==> config.mk <==
export PLATFORM = sky130hd
export DESIGN_NAME = bus_slave_regbank
export DESIGN_NICKNAME = d
export VERILOG_FILES = /design/src/rtl/bus_slave_regbank.sv
export SDC_FILE = /design/constraint.sdc
export NUM_CORES = 1
export LEC_CHECK = 0
export ABC_AREA = 1
export BUFFER_PORTS_ARGS = -buffer_cell sky130_fd_sc_hd__buf_2
export CORE_MARGIN = 5
export CORE_UTILIZATION = 35
export CTS_CLUSTER_DIAMETER = 120
export DETAILED_ROUTE_END_ITERATION = 7
export PLACE_DENSITY = 0.55
export SYNTH_ARGS = -nofsm -noshare
export SYNTH_HDL_FRONTEND = slang
export SYNTH_SLANG_ARGS = --single-unit
==> constraint.sdc <==
create_clock -name bclk -period 2.8 [get_ports bclk]
set_clock_uncertainty 0.1 [all_clocks]
set_input_delay 0.14 -clock bclk [delete_from_list [all_inputs] [get_ports bclk]]
set_output_delay 0.14 -clock bclk [all_outputs]
set_load 0.01 [all_outputs]
==> src/rtl/bus_slave_regbank.sv <==
// Bus-slave register bank: NUM_REGS x 32-bit registers behind a strobe/select
// bus with a fixed wait-state count, per-register read-only mask and per-register
// hardware update ports.
// Optional build macro BUS_SLAVE_REGBANK_ERR_EN: when defined, berror pulses with
// bdone for out-of-range, misaligned or write-to-read-only accesses; otherwise
// berror is tied low.

package bus_if_types_pkg;
    typedef enum logic [1:0] {
        TSIZE_BYTE = 2'd0,
        TSIZE_HALF = 2'd1,
        TSIZE_WORD = 2'd2
    } tsize_e;

    typedef enum logic {
        TTYPE_READ  = 1'b0,
        TTYPE_WRITE = 1'b1
    } ttype_e;
endpackage

module bus_slave_regbank
    import bus_if_types_pkg::*;
#(
    parameter int unsigned           NUM_REGS    = 8,
    parameter logic [31:0]           BASE_ADDR   = 32'h0000_0000,
    parameter int unsigned           WAIT_STATES = 0,
    parameter logic [NUM_REGS-1:0]   RO_MASK     = '0,
    parameter logic [31:0]           RST_VAL     = 32'h0
) (
    input  logic                     bclk,
    input  logic                     brst,
    input  logic                     bstart,
    input  logic                     ss,
    input  logic [31:0]              addr,
    input  logic [31:0]              wdata,
    input  tsize_e                   tsize,
    input  ttype_e                   ttype,
    output logic [31:0]              rdata,
    output logic                     bdone,
    output logic                     berror,
    output logic [NUM_REGS*32-1:0]   regs_o,
    input  logic [NUM_REGS-1:0]      hw_wr_en,
    input  logic [NUM_REGS*32-1:0]   hw_wr_data
);

    localparam int unsigned CNT_W = 4;
    localparam logic [31:0] SPAN = 32'(NUM_REGS * 4);
    localparam logic [CNT_W-1:0] LAST_WAIT =
        CNT_W'((WAIT_STATES == 0) ? 0 : WAIT_STATES - 1);
    localparam logic [255:0] RO_EXT = 256'(RO_MASK);

    localparam logic [1:0] S_IDLE = 2'd0;
    localparam logic [1:0] S_WAIT = 2'd1;
    localparam logic [1:0] S_RESP = 2'd2;

    logic [1:0]       state;
    logic [1:0]       state_next;
    logic [CNT_W-1:0] wait_cnt;
    logic [CNT_W-1:0] wait_cnt_next;

    logic [31:0] lat_addr;
    logic [31:0] lat_wdata;
    tsize_e      lat_tsize;
    ttype_e      lat_ttype;

    logic [31:0] regs      [NUM_REGS];
    logic [31:0] regs_next [NUM_REGS];

    logic        accept;
    logic [31:0] eff_addr;
    tsize_e      eff_tsize;
    ttype_e      eff_ttype;
    logic [31:0] offset;
    logic [7:0]  idx;
    logic        in_range;
    logic        misaligned;
    logic        is_write;
    logic        acc_err;
    logic [31:0] rd_word;
    logic [3:0]  lane_mask;
    logic        commit;

    assign accept = bstart && ss && (state == S_IDLE);

    // Address decode: live bus inputs in IDLE, latched transaction afterwards
    always_comb begin
        eff_addr   = lat_addr;
        eff_tsize  = lat_tsize;
        eff_ttype  = lat_ttype;
        rd_word    = 32'h0;
        lane_mask  = 4'hF;
        if (state == S_IDLE) begin
            eff_addr  = addr;
            eff_tsize = tsize;
            eff_ttype = ttype;
        end
        offset     = eff_addr - BASE_ADDR;
        in_range   = (eff_addr >= BASE_ADDR) && (offset < SPAN);
        idx        = offset[9:2];
        misaligned = ((eff_tsize == TSIZE_HALF) && eff_addr[0]) ||
                     ((eff_tsize == TSIZE_WORD) && (eff_addr[1:0] != 2'b00));
        is_write   = (eff_ttype == TTYPE_WRITE);
        acc_err    = !in_range || misaligned || (is_write && RO_EXT[idx]);
        for (int i = 0; i < NUM_REGS; i++) begin
            if (idx == 8'(i)) begin
                rd_word = regs[i];
            end
        end
        if (eff_tsize == TSIZE_BYTE) begin
            lane_mask = 4'b0001 << eff_addr[1:0];
        end else if (eff_tsize == TSIZE_HALF) begin
            lane_mask = eff_addr[1] ? 4'b1100 : 4'b0011;
        end
        commit = (state == S_RESP) && is_write && !acc_err;
    end

    // Next-state and wait counter
    always_comb begin
        state_next    = state;
        wait_cnt_next = wait_cnt;
        case (state)
            S_IDLE: begin
                if (accept) begin
                    wait_cnt_next = '0;
                    state_next    = (WAIT_STATES > 0) ? S_WAIT : S_RESP;
                end
            end
            S_WAIT: begin
                if (wait_cnt == LAST_WAIT) begin
                    state_next = S_RESP;
                end else begin
                    wait_cnt_next = wait_cnt + CNT_W'(1);
                end
            end
            S_RESP: begin
                state_next = S_IDLE;
            end
            default: begin
                state_next = S_IDLE;
            end
        endcase
    end

    // State register
    always_ff @(posedge bclk) begin
        if (brst) begin
            state    <= S_IDLE;
            wait_cnt <= '0;
        end else begin
            state    <= state_next;
            wait_cnt <= wait_cnt_next;
        end
    end

    // Capture the transaction on accept; bus is ignored until back in IDLE
    always_ff @(posedge bclk) begin
        if (brst) begin
            lat_addr  <= 32'h0;
            lat_wdata <= 32'h0;
            lat_tsize <= TSIZE_BYTE;
            lat_ttype <= TTYPE_READ;
        end else if (accept) begin
            lat_addr  <= addr;
            lat_wdata <= wdata;
            lat_tsize <= tsize;
            lat_ttype <= ttype;
        end
    end

    // Response outputs, loaded on entry to RESP so they are visible during it
    always_ff @(posedge bclk) begin
        if (brst) begin
            bdone <= 1'b0;
            rdata <= 32'h0;
        end else begin
            bdone <= (state_next == S_RESP);
            rdata <= ((state_next == S_RESP) && !is_write && !acc_err) ? rd_word : 32'h0;
        end
    end

`ifdef BUS_SLAVE_REGBANK_ERR_EN
    // Error flag travels with bdone
    always_ff @(posedge bclk) begin
        if (brst) begin
            berror <= 1'b0;
        end else begin
            berror <= (state_next == S_RESP) && acc_err;
        end
    end
`else
    assign berror = 1'b0;
`endif

    // Register next value: hardware load first, bus write lanes override it
    always_comb begin
        for (int i = 0; i < NUM_REGS; i++) begin
            regs_next[i] = hw_wr_en[i] ? hw_wr_data[32*i +: 32] : regs[i];
            if (commit && (idx == 8'(i))) begin
                for (int b = 0; b < 4; b++) begin
                    if (lane_mask[b]) begin
                        regs_next[i][8*b +: 8] = lat_wdata[8*b +: 8];
                    end
                end
            end
        end
    end

    // Register storage
    always_ff @(posedge bclk) begin
        for (int i = 0; i < NUM_REGS; i++) begin
            if (brst) begin
                regs[i] <= RST_VAL;
            end else begin
                regs[i] <= regs_next[i];
            end
        end
    end

    // Flatten register contents
    always_comb begin
        regs_o = '0;
        for (int i = 0; i < NUM_REGS; i++) begin
            regs_o[32*i +: 32] = regs[i];
        end
    end

endmodule

==> qor.yml <==
status: "finished, final reports clean"
ant_nets: 0
period_minus_slack_ns: 2.63
cts.reportedPaths.clkPinSlew_ns: 0.06
setup_viol: 0
leakage_nw: 13.9
drt-pass1-iter-count: 6
grt_pass1_vias: 23900
drive_above_1_share: 0.195
route.detailed.drc: 0
root_buffer: "clkbuf_16"
switchingPower_mw: 4.18
coreArea_um2: 58800
viasPerCell: 4.91
path_class: "register to register"
pre_cts_ws_ns: 0.00456
ys_ff_latch: 362
cts_sinks: 362
pwr-share-comb: 0.187
hold_class: "input pin to register"
layout_commonest_cell: "nand2_1"
worst_slack_ns: 0.167
clkPwrFrac: 0.411
clock_latency_ns: 0.58
p_per_area_nw_per_um2: 477
die_area_um2: 64000
gp_congestion: 0.899
worstMarginPinSlew_ns: 1.06
ys_types: 36
drt-wirelength-per-cell_um: 19.5
crit_path_start_kind: "register"
critPathCaptureType: "register"
num-nets-final: 4630
timing.hold.ws_ns: 0.148
switching_share: 0.296
ios: 625
drtIter0Drc: 1777
seq_power_share: 0.401
hold_viol: 0
avgSynthCellArea_um2: 6.05
synthCells: 3419
grt_pass1_wl_mm: 146
ys_warn_count: 0
dieWidth_um: 253
clock_path_buffers: 3
netlist.area_leader.share: 0.350
grt_max_degree: 134
synth_seq_area_share: 0.350
synth_area_leaders: "dfxtp_1, nand2_1, o21ai_0"
area_growth_pct: 43.0
max_cap_viol_count: 0
worstPathRequired_ns: 3.22
intPower_mw: 9.93
cts-htree-levels: 2
postLayoutCoreUtil: 0.503
rsz0062_at_grt: "yes"
grt_usage: 0.294
port_buffers: 623
antenna_found_initial: 3
synth_nets: 3756
initial_core_util: 0.352
irDropWorstVdd_v: 0.000373
fp-row-count: 89
relSlewSlack: 0.291
die_h_um: 253
slew_viol_final: 0
wl_mm: 99.4
fin_crit_sh: 0.940
synth_top_area_cell: "dfxtp_1"
grt_overflow: 0
fmax_ghz: 0.380
cts_made_buffers: 45
syn_area_um2: 20700
dp.final_hpwl_mm: 72.3
final_cell_mix: "nand2_1, buf_2, o21ai_0"
path_max_fanout: 67
vias: 25000
cts_tree: "yes"
worstPathArrival_ns: 3.05
-- synthesized netlist by cell type --
cell type,number
a211oi_1,1
a21oi_1,297
a21oi_2,20
a21oi_4,1
and2_1,2
buf_1,5
buf_2,6
buf_4,1
buf_6,25
clkbuf_1,178
conb_1,1
dfxtp_1,362
ha_1,2
inv_1,573
inv_2,3
nand2_1,986
nand2_2,20
nand2_4,1
nand3_1,34
nand3_4,1
nand3b_1,1
nand4_1,32
nor2_1,213
nor2_2,1
nor2_4,2
nor2_8,8
nor3_1,8
nor3_2,1
nor4_1,5
o2111ai_1,2
o211ai_1,25
o21ai_0,595
o21ai_1,1
o21ai_2,2
o21bai_1,3
o22ai_1,1
-- final cells by class --
cell class	count	area, µm²
flip-flops and latches	362	7250
multi-input cells	2266	10300
inverters	576	2170
clock buffers	66	1310
repair buffers	1042	7480
well taps	773	967
diodes	3	7.51
fillers	6051	29200
clock inverters	9	106
-- power by group through the flow --
stage	sequential (mW)	clock, mW	combinational (mW)
after floorplan	5.78	0	1.17
after global placement	5.78	0	2.23
after detailed placement	5.77	0	2.25
after CTS	5.66	5.91	2.62
after global routing	5.69	6.10	2.93
final	5.67	5.80	2.65
-- timing repair --
action,CTS,global route
pin swaps,0,1
buffers inserted,0,6
resized for setup,2,3
hold buffers,328,0
setup endpoints to repair,21,215
hold endpoints to repair,326,0
-- routing by layer --
metal,global-route usage,share of wire
met1,0.353,0.39
met2,0.529,0.50
met3,0.0466,0.067
met4,0.110,0.041
met5,0,0
-- logic make-up (layout without fill, tap and decap cells) --
kind of cell / Yosys count / count (layout) / share of synthesized area
AO/OA/AOI/OAI: 948 / 948 / 0.238
adder cells (fa/ha/maj): 2 / 2 / 0.00121
buffers and inverters: 791 / 1693 / 0.153
flip-flops: 362 / 362 / 0.350
other: 1 / 4 / 0.000181
AND/OR/NAND/NOR: 1315 / 1315 / 0.257
-- final timing paths --
check | slack (ns) | cells past startpoint | start | to
hold reg to reg | 0.36 | 2 | lat_addr[5] | lat_addr[5]
setup reg to reg | 0.17 | 9 | state[1] | lat_addr[2]
setup / recovery | 0.17 | 9 | state[1] | lat_addr[2]
hold / removal | 0.15 | 5 | hw_wr_en[4] | regs[1][12]
-- metrics by stage --
stage / cells / total power [mW] / area, µm² / setup TNS [ns]
6_report: 5097 / 14.1 / 29600 / 0
3_5_place_dp: 4685 / 8.02 / 24800 / 0
2_1_floorplan: 3419 / 6.94 / 20700 / 0
3_3_place_gp: 4685 / 8.01 / 24800 / 0
5_1_grt: 5096 / 14.7 / 29600 / -1.12
4_1_cts: 5088 / 14.2 / 29500 / 0
-- sequential cells by signal, summed over array words and instances (netlist names) --
signal and cells:
bdone 1, lat_addr 32, lat_tsize 2, lat_ttype 1, lat_wdata 32, rdata 32
regs 256, state 2, wait_cnt 4
-- worst max-delay path: stages (launching register included) --
cell and delay (ns):
dfxtp_1 0.35, nor2_4 0.15, buf_4 0.17, buf_4 0.13, nand3_2 0.07, inv_2 0.06
buf_4 0.64, nor2_1 0.08, a211oi_1 0.22, dlygate4sd3_1 0.59
Power figures use the tool's default switching activity.
